===== src/rtl/core_pipe_pkg.sv =====
// core_pipe_pkg: bubble-payload policy constants and occupancy-width helper for pipe_valid_reg
package core_pipe_pkg;
  localparam bit BUBBLE_ZERO = 1'b1;
  localparam bit BUBBLE_KEEP = 1'b0;
  function automatic int occ_w(input int depth);
    return $clog2(depth + 1);
  endfunction
endpackage


===== src/rtl/pipe_valid_reg_if.sv =====
// pipe_valid_reg_if: enable/flush/flush_mask/in_valid/in_data from master; out_valid/out_data/occupancy/bubble_cnt from slave
interface pipe_valid_reg_if import core_pipe_pkg::*; #(
  parameter int WIDTH = 32,
  parameter int DEPTH = 1,
  parameter int CNT_W = 16
);
  logic enable;
  logic flush;
  logic [DEPTH-1:0] flush_mask;
  logic in_valid;
  logic [WIDTH-1:0] in_data;
  logic out_valid;
  logic [WIDTH-1:0] out_data;
  logic [occ_w(DEPTH)-1:0] occupancy;
  logic [CNT_W-1:0] bubble_cnt;
  modport master (
    output enable, flush, flush_mask, in_valid, in_data,
    input out_valid, out_data, occupancy, bubble_cnt
  );
  modport slave (
    input enable, flush, flush_mask, in_valid, in_data,
    output out_valid, out_data, occupancy, bubble_cnt
  );
endinterface


===== src/rtl/pipe_valid_stage.sv =====
// pipe_valid_stage: one valid+payload register; load shifts in, else holds; kill clears valid; zero forces RESET_VALUE into invalid slots
module pipe_valid_stage #(
  parameter int WIDTH = 32,
  parameter logic [WIDTH-1:0] RESET_VALUE = '0
) (
  input  logic clk,
  input  logic rst,
  input  logic load,
  input  logic kill,
  input  logic zero,
  input  logic in_valid,
  input  logic [WIDTH-1:0] in_data,
  output logic valid,
  output logic [WIDTH-1:0] data
);
  logic nv;
  logic [WIDTH-1:0] nd;
  always_comb begin
    nv = !kill && (load ? in_valid : valid);
    nd = (zero && !nv) ? RESET_VALUE : (load ? in_data : data);
  end
  always_ff @(posedge clk) begin
    if (rst) begin
      valid <= 1'b0;
      data <= RESET_VALUE;
    end else begin
      valid <= nv;
      data <= nd;
    end
  end
endmodule


===== src/rtl/pipe_valid_reg.sv =====
// pipe_valid_reg: DEPTH-stage valid-tracked delay line (clk, rst, bus slave) with kill, occupancy popcount and saturating bubble counter
module pipe_valid_reg import core_pipe_pkg::*; #(
  parameter int WIDTH = 32,
  parameter int DEPTH = 1,
  parameter logic [WIDTH-1:0] RESET_VALUE = '0,
  parameter bit ZERO_ON_BUBBLE = BUBBLE_ZERO,
  parameter int CNT_W = 16
) (
  input logic clk,
  input logic rst,
  pipe_valid_reg_if.slave bus
);
  localparam int OW = occ_w(DEPTH);
  logic [DEPTH-1:0] v;
  logic [DEPTH-1:0] pv;
  logic [WIDTH-1:0] d [DEPTH];
  logic [WIDTH-1:0] pd [DEPTH];
  logic [OW-1:0] occ;
  logic [CNT_W-1:0] cnt;
  if (DEPTH < 1) begin : g_bad_depth
    $error("pipe_valid_reg: DEPTH must be >= 1");
  end
  if (WIDTH < 1) begin : g_bad_width
    $error("pipe_valid_reg: WIDTH must be >= 1");
  end
  for (genvar k = 0; k < DEPTH; k++) begin : g_stage
    if (k == 0) begin : g_head
      assign pv[k] = bus.in_valid;
      assign pd[k] = bus.in_data;
    end else begin : g_body
      assign pv[k] = v[k-1];
      assign pd[k] = d[k-1];
    end
    pipe_valid_stage #(.WIDTH(WIDTH), .RESET_VALUE(RESET_VALUE)) u_stage (
      .clk(clk),
      .rst(rst),
      .load(bus.enable),
      .kill(bus.flush | bus.flush_mask[k]),
      .zero(ZERO_ON_BUBBLE),
      .in_valid(pv[k]),
      .in_data(pd[k]),
      .valid(v[k]),
      .data(d[k])
    );
  end
  always_comb begin
    occ = '0;
    for (int i = 0; i < DEPTH; i++) occ = occ + OW'(v[i]);
  end
  always_ff @(posedge clk) begin
    if (rst) cnt <= '0;
    else if (bus.enable && !v[DEPTH-1] && cnt != '1) cnt <= cnt + CNT_W'(1);
  end
  assign bus.out_valid = v[DEPTH-1];
  assign bus.out_data = d[DEPTH-1];
  assign bus.occupancy = occ;
  assign bus.bubble_cnt = cnt;
endmodule


===== src/flat_wrapper.sv =====
// flat-port wrapper written by rule: the top's interface ports become plain ports
module pipe_valid_reg_flat import core_pipe_pkg::*;
#(
  parameter int WIDTH = 32,
  parameter int DEPTH = 1,
  parameter logic [WIDTH-1:0] RESET_VALUE = '0,
  parameter bit ZERO_ON_BUBBLE = BUBBLE_ZERO,
  parameter int CNT_W = 16
)
  (clk, rst, bus_enable, bus_flush, bus_flush_mask, bus_in_valid, bus_in_data, bus_out_valid, bus_out_data, bus_occupancy, bus_bubble_cnt);
  pipe_valid_reg_if #(.WIDTH(WIDTH), .DEPTH(DEPTH), .CNT_W(CNT_W)) bus_i ();
  input logic clk;
  input logic rst;
  input wire logic [$bits(bus_i.enable)-1:0] bus_enable;
  input wire logic [$bits(bus_i.flush)-1:0] bus_flush;
  input wire logic [$bits(bus_i.flush_mask)-1:0] bus_flush_mask;
  input wire logic [$bits(bus_i.in_valid)-1:0] bus_in_valid;
  input wire logic [$bits(bus_i.in_data)-1:0] bus_in_data;
  output wire logic [$bits(bus_i.out_valid)-1:0] bus_out_valid;
  output wire logic [$bits(bus_i.out_data)-1:0] bus_out_data;
  output wire logic [$bits(bus_i.occupancy)-1:0] bus_occupancy;
  output wire logic [$bits(bus_i.bubble_cnt)-1:0] bus_bubble_cnt;
  assign bus_i.enable = bus_enable;
  assign bus_i.flush = bus_flush;
  assign bus_i.flush_mask = bus_flush_mask;
  assign bus_i.in_valid = bus_in_valid;
  assign bus_i.in_data = bus_in_data;
  assign bus_out_valid = bus_i.out_valid;
  assign bus_out_data = bus_i.out_data;
  assign bus_occupancy = bus_i.occupancy;
  assign bus_bubble_cnt = bus_i.bubble_cnt;
  pipe_valid_reg #(.WIDTH(WIDTH), .DEPTH(DEPTH), .RESET_VALUE(RESET_VALUE), .ZERO_ON_BUBBLE(ZERO_ON_BUBBLE), .CNT_W(CNT_W)) u_core (.clk(clk), .rst(rst), .bus(bus_i));
endmodule

===== config.mk =====
export PLATFORM = sky130hd
export DESIGN_NAME = pipe_valid_reg_flat
export DESIGN_NICKNAME = d
export VERILOG_FILES = /design/src/rtl/core_pipe_pkg.sv /design/src/rtl/pipe_valid_reg_if.sv /design/src/rtl/pipe_valid_stage.sv /design/src/rtl/pipe_valid_reg.sv /design/src/flat_wrapper.sv
export SDC_FILE = /design/constraint.sdc
export NUM_CORES = 1
export LEC_CHECK = 0
export BUFFER_PORTS_ARGS = -buffer_cell sky130_fd_sc_hd__buf_2
export CAP_MARGIN = 20
export CORE_MARGIN = 2
export CORE_UTILIZATION = 41
export CTS_BUF_LIST = sky130_fd_sc_hd__clkbuf_8 sky130_fd_sc_hd__clkbuf_16
export CTS_CLUSTER_SIZE = 25
export DETAILED_ROUTE_END_ITERATION = 6
export PLACE_DENSITY = 0.73
export SYNTH_ARGS = -nofsm -noshare
export SYNTH_HDL_FRONTEND = slang
export SYNTH_SLANG_ARGS = --single-unit

===== constraint.sdc =====
create_clock -name clk -period 1.7 [get_ports clk]
set_input_delay 0.085 -clock clk [delete_from_list [all_inputs] [get_ports clk]]
set_output_delay 0.085 -clock clk [all_outputs]
set_load 0.02 [all_outputs]

== Yosys cells after proc, flatten, opt, wreduce, memory -nomap -nowiden ==
Index checks and enable logic that the tools add are counted.
Widths: inputs -> output; s select.
Storage, ports and cells
  flip-flop bits (word level): 49
  bits in latches: 0
  RAM bits: 0
  bits in read-only memories: 0
  input bits: 38
  output and inout bits: 50
  word-level logic and storage cells: 14
  memories: 0
Cells by class
  add/subtract/negate cells: 1
  multiply operators: 0
  divide/modulo/power cells: 0
  $lt $le $gt $ge: 0
  equal/unequal tests: 1
  shifts and indexed selects: 0
  mux-type cells: 1
  bitwise gates (word level): 2
  reductions and logical operators: 6
Operators by type and width (number)
  $add 16x1->16 const B: 1
  $ne 16x16->1 const B: 1
  $logic_and 1x1->1: 3
  $logic_not 1->1: 2
  $reduce_or 2->1: 1
  $mux 1: 1
  $not 1->1: 1
  $or 1x1->1: 1

== Depth between registers and ports, before layout ==
  word-level depth: 5
  gate-level depth with buffers: 6
  depth with buffers taken out: 5

== Modules after synthesis ==
From an unflattened synthesis, not the netlist that was laid out.
Second synthesis, totals
  cell total of the unflattened synthesis: 220
  area, all modules: 2444.8 um^2
By module, submodules not included
  pipe_valid_stage: times used 1, cells an instance 114, area an instance 1503.9 um^2, seq. area each 660.6 um^2
  pipe_valid_reg: times used 1, cells an instance 106, area an instance 940.9 um^2, seq. area each 320.3 um^2

== Worst setup path before layout ==
Ideal clock, no wire load.
  path kind: register -> register
  from: reg u_core.cnt[0] (netlist: u_core.bus.bubble_cnt[0])
  to: reg u_core.cnt[14] (netlist: u_core.bus.bubble_cnt[14])
  setup time: 0.121 ns
  arrival time: 1.949 ns
  data required time: 1.579 ns
  slack: -0.370 ns
  stages on the path, launching flop included: 6
  buffers on the path: 0
  period minus slack after synthesis: 2.070 ns
  cells stage by stage: dfxtp_1 -> ha_1 -> nand4_1 -> or3_1 -> nor4b_1 -> mux2_2
On the way
  longest elaborated chain between the ends: 2
RTL lines
  start, declared: RTL line pipe_valid_reg.sv:19  | logic [CNT_W-1:0] cnt;
  start signal, assigned: RTL line pipe_valid_reg.sv:52  | else if (bus.enable && !v[DEPTH-1] && cnt != '1) cnt <= cnt + CNT_W'(1);
  parallel branches: the longest is 2 deep, another holds $add 16x1->16
Parallel ways; which one is timed is not known.
A chain may end at the register's enable or synchronous reset.

== Final worst setup path ==
  from: reg u_core.cnt[1] (netlist: u_core.bus.bubble_cnt[1])
  to: reg u_core.cnt[10] (netlist: u_core.bus.bubble_cnt[10])
Same word-level chain as after synthesis.

==> results.md <==
Status:
- The run finished, with violations left.
- The final reports fail on negative setup slack.

Finish:
- In the layout the commonest cells are buf_2 (87), dfxtp_1 (40), nor2_1 (38).
- Once layout is done, the placed cells without fillers occupy 0.00300 mm^2.
- Relative to the synthesized area, the layout overhead comes to 48.3%.
- The most common library cell in the layout ignoring fill and taps is buf_2.
- At the end of the flow, the number of nets in the layout was 368.
- The count of inserted antenna diode cells is 0.
- The fraction of layout instances using a drive strength above 1 is 48.8%.
- The final instance count without filler cells is 397.
- The final standard cell utilization of the core is 63.2%.

CTS:
- In this run, post-CTS hold repair placed 0 buffers.
- The buffer cell driving the clock tree root is clkbuf_8.
- The total number of H-tree levels is 2.
- The buffer depth of the longest clock path is 2.
- For the worst-skew pair, the clock arrives at the later sink with an insertion delay of 0.30 ns.
- The clock buffer count from CTS is 5.
- TritonCTS built the clock tree.
- Counting every sink on the clock net gives 49.
- After clock tree synthesis, the clock-pin slew on the worst setup and hold paths is 0.10 ns.

GRT:
- The total congestion overflow after global routing is 0.
- The number of global-route vias before repair was 1744.
- The number of antenna violations at the first check in global routing is 0.
- Entering global routing, the biggest net connects 24 pins.
- The first-pass GRT wire length is 7800 um.
- The global-route usage over all layers is 18.3%.

Worst setup path:
- The worst register-to-register path has a depth of 7.
- For the worst setup path, the data arrival time is 1.97 ns.
- The worst setup path is captured at a flop.
- STA classifies the critical path startpoint as a flop.
- The worst register-to-register path has a setup slack of -0.04 ns.
- The startpoint identified for the worst register-to-register timing path is u_core.bus.bubble_cnt[1].
- In this run the critical register-to-register path is captured at u_core.bus.bubble_cnt[10].
- The required arrival time at the worst endpoint is 1.93 ns.
- In this run the worst setup path begins at u_core.bus.bubble_cnt[1].
- The top fanout value on the critical path is 3.
- The critical path is of the reg -> reg type.

Logic synthesis:
- Of the total synthesized cell area, the portion taken by XOR and XNOR cells is 0%.
- Summing the sequential cell areas from Yosys gives 48.4% of the chip area.
- In this run, synthesis inferred 0 flip-flops with an integrated enable.
- The cell accounting for the most synthesized area is dfxtp_1.
- The dominant combinational cell family by area after synthesis is simple AND/OR/NAND/NOR gates.
- The most used flip-flop cell after synthesis is dfxtp_1.
- The unique cell type count in the Yosys netlist is 31.
- The cell area that synthesis handed to floorplanning was 0.00203 mm^2.
- In the post-synthesis netlist, the biggest area contributors are dfxtp_1 (48%), mux2i_1 (16%), nor2_1 (7.0%).
- The portion of synthesized area spent on multiplexers is 18.0%.
- A synthesized cell averages 9.60 um^2.
- After technology mapping, the gate count stands at 211.
- In this run, synthesis produced a sequential element count of 49.
- For this run, the number of Yosys warnings is 0.
- The area fraction of the dominant cell type after synthesis is 48.4%.
- The number of nets in the synthesized netlist is 250.
- Of the total synthesized cell area, the portion taken by full adders, half adders and majority gates is 0.618%.
- The simple-gate share of the synthesized area is 22.8%.
- The synthesized netlist devotes 6.61% of its cell area to compound gates.
- After synthesis, the share of flip-flops with an asynchronous set or reset is 0%.

Floorplan:
- For this configuration, the core starts out at a cell density of 42.6%.
- The die covers 0.00552 mm^2.
- The floorplan has 25 rows.
- The width of the die is 74.3 um.
- The core region is 0.00475 mm^2.
- The height of the die is 74.3 um.
- The top-level I/O count is 88.

Placed design:
- The total placed instance area is 0.00277 mm^2.
- The total instance count after detailed placement is 383.
- The number of buffers inserted by port buffering is 87.
- Routability-driven placement finished with a final weighted congestion of 0.771.
- The detailed-placement wirelength estimate is 3740 um.
- Before CTS, the worst setup slack after placement is -0.203 ns.

Power and ir drop:
- IR analysis of the VDD net gives a maximum drop of 0.000511 V.
- The internal cell power is 0.00163 W.
- The analysis attributes to cell leakage a power of 1.43 nW.
- In this run the power spent charging and discharging nets is 0.000502 W.
- The clock network burns 36.9% of the power.
- Of the total power, the share spent switching nets is 23.5%.
- Per report_power, the sequential group accounts for 54.4% of the total.
- The part of the power in combinational logic is 8.6%.
- For this design the ratio of total power to cell area is 710 mW/mm^2.

Routing:
- For this block, the routed nets add up to 5270 um of wire.
- The number of DRC markers in iteration 0 is 44.
- The count of nets left with antenna violations once routing finished came out at 0.
- The count of TritonRoute iterations in the first routing pass is 4.
- For this block, the via count after detailed routing is 1984.
- In the routed design, unresolved DRC markers number 0.
- After detailed routing, the number of vias per cell comes to 5.00.
- The routed length per placed instance is 13.3 um.

Timing:
- The final setup violation count is 5.
- The worst hold slack after final layout is 0.00989 ns.
- The time the worst path needs with I/O delays and setup is 1.74 ns.
- The relative slew slack is 72.5%.
- The worst path uses 102% of the clock period.
- For this run, the top clock speed supported by timing is 575 MHz.
- The setup skew after layout is 0.00999 ns.
- The number of hold violations in the final report is 0.
- The transition time of the tightest slew-check pin is 0.412 ns.
- Setup repair after global routing could not meet its margin everywhere.
- After layout, the worst setup slack is -0.0401 ns.
- The number of max-slew violations in the final report came to 0.

Min path:
- The worst hold path was traced through 3 stages.
- The worst hold path terminates at u_core.g_stage[0].u_stage.data[0].
- The min-delay analysis places its worst path in the category in -> reg.
- In this run the most critical hold path is launched from bus_in_data[0].

Job:
- The tool flagged a number of max-cap violations equal to 0.
==> layout make-up <==
cell class	instances	area [um^2]
fill	417	1750
multi-input combinational	145	1070
sequential	49	1000
timing repair buffer	125	736
clock buffer	6	93.8
tap	67	83.8
clock inverter	2	13.8
inverter	3	11.3
==> worst max path at each step <==
| stage | to | slack [ns] | depth (start not counted) |
|---|---|---|---|
| after detailed placement | u_core.bus.bubble_cnt[14] | -0.20 | 5 |
| after global routing | u_core.bus.bubble_cnt[10] | -0.11 | 7 |
| after floorplan | u_core.bus.bubble_cnt[14] | -0.15 | 5 |
| final | u_core.bus.bubble_cnt[10] | -0.04 | 7 |
| after global placement | u_core.bus.bubble_cnt[14] | -0.14 | 5 |
| after CTS | u_core.bus.bubble_cnt[14] | -0.03 | 5 |
==> cells in the mapped netlist (2+ instances only) <==
cell type and number:
or4_1 7, mux2i_1 33, nor2b_1 3, nor4_1 2
nor3_1 5, dfxtp_1 49, o21ai_0 4, o31ai_1 6
buf_4 2, nor2_1 38, inv_1 3, clkbuf_1 10
or2_2 2, nand2_1 3, nand4_1 6, a21oi_1 12
mux2_2 3, nand3_1 5, or3_1 6
==> metrics by stage <==
| step | TNS [ns] | power (W) |
|---|---|---|
| global route | -0.652 | 0.00221 |
| CTS | -0.0729 | 0.00214 |
| detailed placement | -0.395 | 0.00136 |
| floorplan | -0.378 | 0.00129 |
| global placement | -0.200 | 0.00136 |
| finish | -0.146 | 0.00213 |
==> flip-flops by register name, summed over array words and instances, names as in the netlist <==
| signal | flops |
|---|---|
| u_core.g_stage.u_stage.valid | 1 |
| u_core.g_stage.u_stage.data | 32 |
| u_core.bus.bubble_cnt | 16 |
==> worst max-delay path, cell delays in order, from the launching register on <==
cell and delay, ns:
dfxtp_4 0.37, ha_4 0.13, nand4_1 0.12, buf_4 0.19, buf_4 0.13, or3_4 0.32
or3_1 0.31, a21oi_1 0.12
==> cell families (layout without fill, tap and decap cells) <==
family          count (synthesis)  count (layout)
simple gates                   85              85
flops                          49              49
mux                            36              36
compound gates                 23              23
buf+inv                        17             136
fa+ha+maj                       1               1
==> power groups by stage <==
stage                     combinational [W]  clock (W)  sequential (W)
after floorplan                   0.0000881          0         0.00120
after global placement             0.000171          0         0.00119
after detailed placement           0.000175          0         0.00119
after CTS                          0.000176   0.000808         0.00116
after global routing               0.000200   0.000850         0.00116
final                              0.000184   0.000788         0.00116
==> timing repair <==
| action | CTS | global route |
|---|---|---|
| pin swaps | 4 | 4 |
| hold endpoints to repair | 0 | 0 |
| resized for setup | 9 | 10 |
| setup buffers | 2 | 4 |
| endpoints found under the setup margin | 7 | 9 |
==> metal layers <==
metal  vias up  track usage [%]  routed length [um]
met3         6             5.28                 325
met2        65             31.6                2610
met4         0             5.95                  61
li1        985                -                   -
met1       928             21.8                2280
met5         -                0                   0
No activity file was read; power rests on OpenSTA's default activity.
